[src/rtl/complete_arbiter.sv]
`default_nettype none
// complete_arbiter -- per-unit result FIFOs, round-robin grant onto the single PRF write port.
// rev 1.0
module complete_arbiter #(
  parameter int NUM_FU = 4,
  parameter int DEPTH  = 2,
  parameter int XLEN   = 32,
  parameter int PREG_W = 6
) (
  input  logic                     clk_i,
  input  logic                     rst_ni,
  input  logic                     squash_i,
  input  logic [NUM_FU-1:0]        fu_valid_i,
  input  logic [NUM_FU*PREG_W-1:0] fu_tag_i,
  input  logic [NUM_FU*XLEN-1:0]   fu_data_i,
  output logic [NUM_FU-1:0]        fu_ready_o,
  output logic                     write_en_o,
  output logic [PREG_W-1:0]        write_tag_o,
  output logic [XLEN-1:0]          write_data_o
);

  localparam int PTR_W = $clog2(DEPTH);
  localparam int CNT_W = $clog2(DEPTH + 1);
  localparam int IDX_W = $clog2(NUM_FU);
  localparam logic [CNT_W-1:0] FULL_CNT = CNT_W'(DEPTH);
  localparam logic [IDX_W-1:0] LAST_IDX = IDX_W'(NUM_FU - 1);

  logic [NUM_FU-1:0]             nonempty;
  logic [NUM_FU-1:0]             push;
  logic [NUM_FU-1:0]             pop;
  logic [NUM_FU-1:0][PREG_W-1:0] head_tag;
  logic [NUM_FU-1:0][XLEN-1:0]   head_data;

  logic              grant_valid;
  logic              hi_found;
  logic [IDX_W-1:0]  grant_hi;
  logic [IDX_W-1:0]  grant_lo;
  logic [IDX_W-1:0]  grant_idx;
  logic [IDX_W-1:0]  rr_ptr_q;
  logic [IDX_W-1:0]  rr_ptr_d;
  logic [PREG_W-1:0] sel_tag;
  logic [XLEN-1:0]   sel_data;

  logic              write_en_q;
  logic [PREG_W-1:0] write_tag_q;
  logic [XLEN-1:0]   write_data_q;

  generate
    for (genvar i = 0; i < NUM_FU; i++) begin : g_fifo
      logic [CNT_W-1:0]  count_q;
      logic [CNT_W-1:0]  count_d;
      logic [PTR_W-1:0]  head_q;
      logic [PTR_W-1:0]  tail_q;
      logic [PREG_W-1:0] tag_mem_q  [DEPTH];
      logic [XLEN-1:0]   data_mem_q [DEPTH];

      // Ready comes only from registered occupancy so fu_valid never loops back into it.
      assign fu_ready_o[i] = rst_ni & (count_q < FULL_CNT);
      assign push[i]       = fu_valid_i[i] & fu_ready_o[i] & ~squash_i;
      assign pop[i]        = grant_valid & (grant_idx == IDX_W'(i));
      assign nonempty[i]   = (count_q != '0);
      assign head_tag[i]   = tag_mem_q[head_q];
      assign head_data[i]  = data_mem_q[head_q];

      always_comb begin
        count_d = count_q;
        if (push[i] && !pop[i]) begin
          count_d = count_q + 1'b1;
        end else if (!push[i] && pop[i]) begin
          count_d = count_q - 1'b1;
        end
      end

      always_ff @(posedge clk_i or negedge rst_ni) begin
        if (!rst_ni) begin
          count_q <= '0;
          head_q  <= '0;
          tail_q  <= '0;
        end else if (squash_i) begin
          count_q <= '0;
          head_q  <= '0;
          tail_q  <= '0;
        end else begin
          count_q <= count_d;
          if (push[i]) tail_q <= tail_q + 1'b1;
          if (pop[i])  head_q <= head_q + 1'b1;
        end
      end

      always_ff @(posedge clk_i) begin
        if (push[i]) begin
          tag_mem_q[tail_q]  <= fu_tag_i[i*PREG_W +: PREG_W];
          data_mem_q[tail_q] <= fu_data_i[i*XLEN +: XLEN];
        end
      end
    end
  endgenerate

  // Two-pass scan: lowest requester at or above rr_ptr wins, else lowest overall (the wrap).
  always_comb begin
    grant_hi    = '0;
    grant_lo    = '0;
    hi_found    = 1'b0;
    grant_valid = |nonempty;
    for (int i = NUM_FU - 1; i >= 0; i--) begin
      if (nonempty[i]) begin
        grant_lo = IDX_W'(i);
        if (IDX_W'(i) >= rr_ptr_q) begin
          grant_hi = IDX_W'(i);
          hi_found = 1'b1;
        end
      end
    end
    grant_idx = hi_found ? grant_hi : grant_lo;
    rr_ptr_d  = (grant_idx == LAST_IDX) ? '0 : grant_idx + 1'b1;
    sel_tag   = head_tag[grant_idx];
    sel_data  = head_data[grant_idx];
  end

  always_ff @(posedge clk_i or negedge rst_ni) begin
    if (!rst_ni) begin
      rr_ptr_q     <= '0;
      write_en_q   <= 1'b0;
      write_tag_q  <= '0;
      write_data_q <= '0;
    end else if (squash_i) begin
      rr_ptr_q   <= '0;
      write_en_q <= 1'b0;
    end else if (grant_valid) begin
      rr_ptr_q <= rr_ptr_d;
      // Tag 0 means no destination: the slot is consumed but nothing is written.
      if (sel_tag != '0) begin
        write_en_q   <= 1'b1;
        write_tag_q  <= sel_tag;
        write_data_q <= sel_data;
      end else begin
        write_en_q   <= 1'b0;
        write_tag_q  <= '0;
        write_data_q <= '0;
      end
    end else begin
      write_en_q <= 1'b0;
    end
  end

  assign write_en_o   = write_en_q;
  assign write_tag_o  = write_tag_q;
  assign write_data_o = write_data_q;

endmodule
`default_nettype wire

[config.mk]
export PLATFORM = sky130hd
export DESIGN_NAME = complete_arbiter
export DESIGN_NICKNAME = d
export VERILOG_FILES = /design/src/rtl/complete_arbiter.sv
export SDC_FILE = /design/constraint.sdc
export NUM_CORES = 1
export LEC_CHECK = 0
export CORE_MARGIN = 5
export CORE_UTILIZATION = 50
export CTS_BUF_LIST = sky130_fd_sc_hd__clkbuf_8
export DETAILED_ROUTE_END_ITERATION = 8
export PLACE_DENSITY = 0.81
export SYNTH_ARGS = -nofsm -noshare
export SYNTH_HDL_FRONTEND = slang
export SYNTH_SLANG_ARGS = --single-unit
export TNS_END_PERCENT = 20
[constraint.sdc]
create_clock -name clk_i -period 7.3 [get_ports clk_i]
set_input_delay 1.095 -clock clk_i [delete_from_list [all_inputs] [get_ports clk_i]]
set_output_delay 1.095 -clock clk_i [all_outputs]
set_load 0.05 [all_outputs]
==> flow_summary.ini <==
[run_status]
status = complete, no violations

[clocking]
htreeDepth = 2
cts_buffers = 56
hold_buffers = 0
clockBufferDepth = 3
clkLatencyLatePin_ns = 0.59
post_cts.repair.setup_buffers = 0
cts_resized = 0
cts_tree = done
path_clk_slew_ns = 0.06
root_buffer = clkbuf_8
cts_sinks = 361

[setup_path]
cp.arrival_ns = 2.88
crit_required_ns = 6.20
worst-setup-path-type = in -> out
path_max_fanout = 61
critPathCaptureType = output pin
r2r_start = g_fifo[0].count_q[1]
reg2reg_depth = 10
worst_r2r_endpoint = write_data_o[17]
start_kind = primary input
ff2ff_setup_slack_ns = 3.83

[global_routing]
gr-total-overflow = 0
grt_antenna_before_repair = 2
grt_pass1_vias = 9543
grt_max_degree = 72
grt_pass1_wl_mm = 55.7
grt_use_total_pct = 21.8

[pwr]
p_clk_share_pct = 20.8
switchingPower_w = 0.00298
vdd_drop_max_uv = 265
swShare_pct = 41.2
p_int_w = 0.00425
p_leak_nw = 6.09
combinationalPowerShare_pct = 43.0
p_per_area_nw_per_um2 = 396
seq_power_share_pct = 36.1

[floorplan]
num_rows = 63
die_x_um = 182
dieArea_um2 = 33300
start_util_pct = 50.4
core_region_area_um2 = 29500
die_h_um = 182
ios = 202

[detailed_routing]
wl_mm = 36.8
wl_per_cell_um = 22.6
viasPerCell = 5.77
vias = 9366
route.detailed.drc = 0
antenna_left = 0
drtIter0Drc = 796
firstDrtPassIters = 5

[synthesis]
synthTopCellsByArea = edfxtp_1, dfrtp_1, mux2i_1
synth_seq_cells = 361
synthTopCellsByCount = edfxtp_1, mux2i_1, nor2b_1
avgSynthCellArea_um2 = 15.1
synth-seq-area-share_pct = 71.0
yosysMostFrequentCell = edfxtp_1
syn-cell-area_um2 = 14900
synth_area_leader_cell = edfxtp_1
synthDistinctLibCells = 45
synth_edf_count = 304
async_flop_share_pct = 15.8
yosysWarnings = 0
ys.flop_type = edfxtp_1
syn_inst = 986
syn_nets = 1149
synth_top_area_share_pct = 61.4

[timing]
tns_ns = 0
fin_ws_ns = 3.33
maxSlewViolCount = 0
period_share_pct = 54.4
hold_viol = 0
skew_ns = 0.0312
period_minus_slack_ns = 3.97
setup_violations = 0
tightest_slew_ns = 0.784
whs_ns = 0.547
max_freq_mhz = 252
slew_headroom_pct = 46.4
rsz0062_at_grt = no

[place]
dpl_worst_slack_ns = 3.29
io_buffers = 201
hpwl_mm = 24.7
globalplace.congestion = 0.812

[final_layout]
diodes = 0
syn_to_final_growth_pct = 22.9
fin_nets = 1356
drive_above_1_share_pct = 9.81

[flow_run]
cap_violations = 0

[min_path]
hp-class = reg -> reg
holdPathStages = 2
min_to = write_tag_o[4]
worstHoldStart = write_tag_o[4]
cell usage in the layout, fill, tap and decap left out, types with 2 or more instances in the layout:
cell and n:
nor2_1 34, clkbuf_8 61, inv_1 25, nor3_2 4, xor2_1 9, a21oi_2 3, o21ai_0 4, a21oi_1 39
a221oi_1 48, ha_1 4, nand3_1 4, nand2b_1 34, xnor2_1 11, buf_4 23, clkinv_2 6, clkinv_1 8
nor3_1 10, mux2i_1 85, dfrtp_2 4, a211oi_1 68, o21bai_1 2, inv_2 2, a31oi_1 5, dfrtp_1 53
a2111oi_0 22, nand4_1 4, nor3b_2 4, o22ai_1 2, nand2_1 24, clkdlybuf4s50_1 200, nor2b_1 74, o31ai_1 35
edfxtp_1 304
logic make-up (layout without fill, tap and decap cells):
kind of cell,Yosys count,count (layout),synth area share [%]
DFF,361,361,71.0
muxes,85,85,5.72
adders and majority gates,4,4,0.337
and+or+nand+nor,197,197,7.25
xor gates and xnor gates,20,20,1.18
buffers and inverters,81,329,2.45
AOI/OAI and AO/OA,238,238,12.1
sequential cells by signal (all words and copies together) (netlist names):
signal / flops
g_fifo.data_mem_q: 256
g_fifo.tag_mem_q: 48
write_data_o: 32
g_fifo.count_q: 8
write_tag_o: 6
g_fifo.head_q: 4
g_fifo.tail_q: 4
rr_ptr_q: 2
write_en_o: 1
per-layer routing:
| layer | part of all wire (%) | wire [um] | track usage, % | vias up |
|---|---|---|---|---|
| met5 | 0.057 | 21 | 0 | - |
| met4 | 2.0 | 721 | 6.03 | 4 |
| met3 | 8.8 | 3260 | 6.12 | 52 |
| met2 | 48 | 17600 | 34.4 | 417 |
| met1 | 41 | 15200 | 30.0 | 4605 |
| li1 | - | - | - | 4288 |
worst max path at each step:
| stage | endpoint | start | depth (start not counted) |
|---|---|---|---|
| after floorplan | g_fifo[3].data_mem_q[1][0] | rst_ni | 3 |
| after detailed placement | fu_ready_o[3] | rst_ni | 4 |
| after global routing | fu_ready_o[2] | rst_ni | 4 |
| after CTS | fu_ready_o[3] | rst_ni | 4 |
| final | fu_ready_o[3] | rst_ni | 4 |
| after global placement | fu_ready_o[3] | rst_ni | 4 |
power by group through the flow:
| stage | registers [W] | logic (W) | clock network (W) |
|---|---|---|---|
| final | 0.00262 | 0.00311 | 0.00151 |
| after CTS | 0.00262 | 0.00310 | 0.00154 |
| after global placement | 0.00265 | 0.00302 | 0 |
| after global routing | 0.00264 | 0.00332 | 0.00164 |
| after detailed placement | 0.00265 | 0.00309 | 0 |
| after floorplan | 0.00296 | 0.00176 | 0 |
layout make-up:
cell class / instances / area (um^2)
Clock buffer: 61 / 840
Clock inverter: 38 / 166
Fill cell: 2159 / 11200
Inverter: 6 / 22.5
Multi-Input combinational cell: 544 / 4020
Sequential cell: 361 / 10600
Tap cell: 390 / 488
Timing Repair Buffer: 224 / 2180
critical path, cell delays in order:
cell and delay (ns):
buf_2 0.08, buf_4 0.59, nor2b_1 0.27, clkdlybuf4s50_1 0.83
through the flow:
step / util (%) / cell area (um^2) / power (W) / cells
3_5_place_dp: 58.6 / 17300 / 0.00574 / 1525
6_report: 62.0 / 18300 / 0.00724 / 1624
3_3_place_gp: 58.6 / 17300 / 0.00567 / 1525
4_1_cts: 62.0 / 18300 / 0.00726 / 1624
2_1_floorplan: - / 14900 / 0.00472 / 986
5_1_grt: 62.0 / 18300 / 0.00760 / 1624
Note: power is estimated with default switching activity, not from simulation.
==> RTL change 1: new RTL, config.mk and constraints unchanged <==
`PREG_W`: 6 -> 3.
--- a/src/rtl/complete_arbiter.sv
+++ b/src/rtl/complete_arbiter.sv
@@ -5,7 +5,7 @@
   parameter int NUM_FU = 4,
   parameter int DEPTH  = 2,
   parameter int XLEN   = 32,
-  parameter int PREG_W = 6
+  parameter int PREG_W = 3
 ) (
   input  logic                     clk_i,
   input  logic                     rst_ni,
Interface: changed (resized fu_tag_i and write_tag_o); port bits go from 202 to 187. No check against the original RTL was run, so the function may have changed too.
==> RTL change 1 against the original RTL <==
- wire length decreased by 8.1%
- power fell by 8.7%
- count of clock-buffer cells in the layout is the same
- setup slack got worse by 0.0080 ns
- sequential cell count is 27 lower
- cell area shrank 6.5%
- area after synthesis decreased by 6.9%
- synthesized cell count shrank 8.9%
- non-clock buffer count down 18
- critical path depth stayed put
- maximum frequency decreased by 0.20%
- critical endpoint is now fu_ready_o[0]
- highest routed layer unchanged
==> RTL change 1: results (changes against the original RTL) <==
Drt
  • First drt pass iteration count: 6 (+1)
  • Via density: 5.86 (+1.7%)
  • Initial DRC Count: 692 (-13%)
  • Final WL: 33800 um (-8.1%)

Global routing
  • Pin count of the biggest net entering global routing: 74 (+2.8%)
  • Initial antenna violation count: 1 (-1)
  • Number of global-route vias before repair: 9363 (-1.9%)
  • All-layer global routing usage: 21.4% (-0.43 points)
  • Global-route wire length before repair: 51400 um (-7.6%)

Placement
  • DP HPWL: 21900 um (-11%)
  • IO Port Bufs: 186 (-7.5%)
  • GPL Wtd Cong: 0.845 (+4.1%)
  • Cells after DPL: 1409 (-7.6%)

Critical path
  • R2R depth: 7 (-3)
  • Worst path arrival time: 2.89 ns (about the same)
  • Flop2flop setup slack: 3.54 ns (-0.29 ns)
  • Crit Path Max Fanout: 62 (+1.6%)
  • Reg2reg end: write_data_o[19]
  • Critical Path Max Stage Delay: 0.83 ns (about the same)
  • Worst R2R Start: g_fifo[2].count_q[1]

STA
  • Clock Skew: 0.0191 ns (-0.0121 ns)
  • Slew @ Worst Pin: 1.17 ns (+0.384 ns)

Die
  • Initial core utilization: 50.3% (-0.18 points)

Clock tree
  • Num CTS Buffers: 53 (-5.4%)
  • Clk_lat worst skew: 0.56 ns (-0.03 ns)
  • Post-CTS Resized: 0 (unchanged)

Layout
  • Fraction of layout cells with a size suffix above 1: 16.0% (+6.2 points)
  • Final nets: 1235 (-8.9%)
  • Post-route non-filler standard cell count: 1508 (-7.1%)

Yosys
  • Syn_area_per_cell: 15.4 um2 (+2.2%)
  • Async set-reset flop share out of synthesis: 16.2% (+0.38 points)
  • Top cells by area, synth: edfxtp_1 61%, dfrtp_1 9.8%, mux2i_1 5.5%
  • Synth top cells by count: 280 x edfxtp_1, 76 x mux2i_1, 66 x a32oi_1, 66 x o21ai_0
  • Sequential share of the synthesized area: 70.5% (-0.50 points)
  • Number of enable flip-flop cells after synthesis: 280 (-7.9%)
  • Net count after synthesis: 1047 (-8.9%)

Power
  • Leakage power: 5.66 nW (-7.1%)
  • Peak VDD IR: 0.000303 V (+14%)

Job
  • Max Cap Viol: 0 (unchanged)

Status
  • Status: finished, final reports clean
-- RTL change 1: cell count changes after synthesis, moves of 62 or more --
cell / unedited run / this run
a211oi_1: 68 / 1
a32oi_1: 0 / 66
mux2_2: 0 / 64
nor2b_1: 74 / 10
o211ai_1: 1 / 64
o21ai_0: 4 / 66
-- RTL change 1: per-layer routing --
layer	GRT usage, %	share of wire (%)	routed length [um]	up-vias
li1	-	-	-	3966
met1	26.9	39	13200	4475
met2	35.8	50	16800	327
met3	5.67	7.7	2610	74
met4	7.96	3.4	1150	2
met5	0	0.038	13	-
-- RTL change 1: area by class of cell --
class / instances / area (um2)
inverters: 3 / 11.3
multi-input cells: 488 / 3830
flip-flops and latches: 334 / 9760
clock inverters: 38 / 166
well taps: 378 / 473
repair buffers: 206 / 2010
fillers: 2069 / 10500
clock buffers: 61 / 840
-- RTL change 1: how the worst min path moves through the flow --
stage | endpoint | slack (ns) | startpoint | cells after the start
4_1_cts | write_tag_o[2] | 0.56 | write_tag_o[2] | 1
3_5_place_dp | write_tag_o[2] | 0.55 | write_tag_o[2] | 1
5_1_grt | write_tag_o[1] | 0.60 | write_tag_o[1] | 1
3_3_place_gp | write_tag_o[0] | 0.55 | write_tag_o[0] | 1
2_1_floorplan | g_fifo[0].tail_q | 0.52 | g_fifo[0].tail_q | 2
6_report | write_tag_o[2] | 0.57 | write_tag_o[2] | 1
-- RTL change 1: kinds of logic (layout without fill, tap and decap cells) --
group	count (synthesis)	in the layout	share of synthesized area, %
AOI/OAI and AO/OA	226	226	11.8
xor gates and xnor gates	16	16	1.01
adders and majority gates	2	2	0.181
buffers and inverters	76	308	2.33
DFF	334	334	70.5
muxes	140	140	10.7
and+or+nand+nor	104	104	3.55
-- RTL change 1: metrics by stage --
stage	area, um2	worst slack [ns]	util [%]	hold slack (ns)
6_report	17100	3.32	62.0	0.574
5_1_grt	17100	3.17	62.0	0.602
4_1_cts	17100	3.31	62.0	0.564
3_5_place_dp	16100	3.32	58.4	0.547
3_3_place_gp	16100	3.34	58.4	0.552
2_1_floorplan	13800	2.03	-	0.519
-- RTL change 1: power breakdown --
part | switching [mW] | leakage, nW | internal, mW | total [mW]
registers | 0.143 | 3.24 | 2.26 | 2.41
clock network | 0.712 | 0.575 | 0.765 | 1.48
logic | 1.79 | 1.84 | 0.931 | 2.72
total | 2.64 | 5.66 | 3.96 | 6.60
==> RTL change 2: new RTL, same flow settings <==
Without the edit above. Reset style: synchronous (`rst_ni`), changed in 2 clocked blocks.
--- a/src/rtl/complete_arbiter.sv
+++ b/src/rtl/complete_arbiter.sv
@@ -71,7 +71,7 @@
         end
       end
 
-      always_ff @(posedge clk_i or negedge rst_ni) begin
+      always_ff @(posedge clk_i) begin
         if (!rst_ni) begin
           count_q <= '0;
           head_q  <= '0;
@@ -117,7 +117,7 @@
     sel_data  = head_data[grant_idx];
   end
 
-  always_ff @(posedge clk_i or negedge rst_ni) begin
+  always_ff @(posedge clk_i) begin
     if (!rst_ni) begin
       rr_ptr_q     <= '0;
       write_en_q   <= 1'b0;
Check against the original RTL: differs if rst_ni is asserted again (counterexample within 4 cycles, from zero or initial values and one cycle with rst_ni low); with rst_ni held inactive, the same outputs for 4 cycles.
==> RTL change 2 against the original RTL <==
- cell area fell by 1.7%
- sequential cell count increased by 4
- area after synthesis down 2.0%
- hold slack got worse by 0.065 ns
- die area down 1.9%
- setup slack improved by 0.10 ns
- final cell count fell by 6.8%
- non-clock buffer count is 15 lower
- wire length fell by 12%
- critical endpoint unchanged
Power is not compared: it rests on default switching activity, and its combinational part moved more than twofold at a synthesized area within 25%.
==> RTL change 2: results (changes against the original RTL) <==
Placement
  • GPL Wtd Cong: 0.817 (+0.62%)
  • Cells after DPL: 1409 (-7.6%)
  • IO Port Bufs: 201 (unchanged)
  • Placed cell area: 16900 um2 (-2.4%)
  • Dpl ws: 3.42 ns (+0.132 ns)
  • DP HPWL: 21300 um (-14%)

Worst hold path
  • Hold path depth: 1 (-1)
  • Min-Delay Startpoint: write_data_o[17]
  • Hold endpoint: write_data_o[17]

Critical path
  • Crit Path Max Fanout: 12 (-80%)
  • R2R depth: 9 (-1)
  • Reg2reg end: g_fifo[2].count_q[1]
  • Flop2flop setup slack: 3.99 ns (+0.16 ns)
  • Worst R2R Start: g_fifo[0].count_q[1]

Drt
  • Met3 Wirelength: 2230 um (-32%)
  • Total number of vias: 8171 (-13%)
  • DRT met1 WL: 13100 um (-14%)
  • Final WL: 32200 um (-12%)
  • Highest metal used: met5
  • Routed length per instance: 21.3 um (-6.0%)
  • Initial DRC Count: 567 (-29%)

Yosys
  • Syn. warnings: 0 (unchanged)
  • Netlist cell types: 46 (+2.2%)
  • Synth top cells by count: 304 x edfxtp_1, 205 x mux2i_1, 61 x dfxtp_1
  • Syn_area_per_cell: 16.9 um2 (+12%)
  • Top cells by area, synth: edfxtp_1 63%, mux2i_1 14%, dfxtp_1 8.4%
  • Async set-reset flop share out of synthesis: 0% (-16 points)
  • Sequential share of the synthesized area: 71.0% (about the same)
  • Net count after synthesis: 1029 (-10%)

STA
  • Fin Hold WS: 0.482 ns (-0.0654 ns)
  • Clock Skew: 0.0201 ns (-0.0110 ns)
  • Worst relative slew slack: 24.7% (-22 points)

Layout
  • Final nets: 1249 (-7.9%)
  • Fraction of layout cells with a size suffix above 1: 13.2% (+3.4 points)
  • FILL cells: 2030 (-6.0%)

Global routing
  • All-layer global routing usage: 19.2% (-2.6 points)
  • Met3 Use GR: 4.40% (-1.7 points)
  • Met2 usage in global routing: 32.6% (-1.9 points)
  • Pin count of the biggest net entering global routing: 48 (-33%)
  • Number of global-route vias before repair: 8591 (-10%)
  • M1 GR Usage: 24.4% (-5.5 points)
  • Global-route wire length before repair: 48400 um (-13%)

Clock tree
  • Clk_lat worst skew: 0.59 ns (about the same)
  • Num CTS Buffers: 55 (-1.8%)
  • Post-CTS Resized: 0 (unchanged)

Status
  • Status: finished, final reports clean
## RTL change 2: cell count changes after synthesis, moves of 38 or more
cell	delta
dfxtp_1	+61
a211oi_1	-67
nor2b_1	-57
mux2_2	+38
dfrtp_1	-57
mux2i_1	+120
a221oi_1	-48
## RTL change 2: area by class of cell
cell class | count | area, um2 | share of cell area [%]
antenna | 1 | 2.50 | 0.0139
clock buffer | 63 | 867 | 4.83
clock inverter | 41 | 233 | 1.30
inverter | 3 | 11.3 | 0.0627
multi-input combinational | 448 | 3940 | 21.9
sequential | 365 | 10400 | 57.7
tap | 384 | 480 | 2.67
timing repair buffer | 209 | 2070 | 11.5
## RTL change 2: worst max-delay path by stage
stage,startpoint,end,slack [ns],cells past startpoint
5_1_grt,rst_ni,fu_ready_o[3],3.36,3
3_5_place_dp,rst_ni,fu_ready_o[3],3.42,3
6_report,rst_ni,fu_ready_o[3],3.43,3
3_3_place_gp,rst_ni,fu_ready_o[2],3.46,3
4_1_cts,rst_ni,fu_ready_o[3],3.42,3
2_1_floorplan,squash_i,g_fifo[0].data_mem_q[0][0],3.54,4
## RTL change 2: power by group
part	switching, mW	internal, mW	leakage, nW
clock network	0.753	0.862	0.641
registers	0.0848	2.38	3.26
logic	0.686	0.501	1.93
## RTL change 2: cell families (layout without fill, tap and decap cells)
logic type	count (synthesis)	after routing	synth area share [%]
flip-flops	365	365	71.0
multiplexers	249	249	17.5
AND/OR/NAND/NOR	91	91	3.17
AO/OA/AOI/OAI	84	84	4.46
buffers and inverters	49	316	2.22
XOR/XNOR	16	16	0.962
adder cells (fa/ha/maj)	8	8	0.687
other	0	1	0
## RTL change 2: worst max-delay path: stages
cell	delay, ns
clkdlybuf4s50_1	0.67
nor2b_1	0.19
clkdlybuf4s50_1	0.81
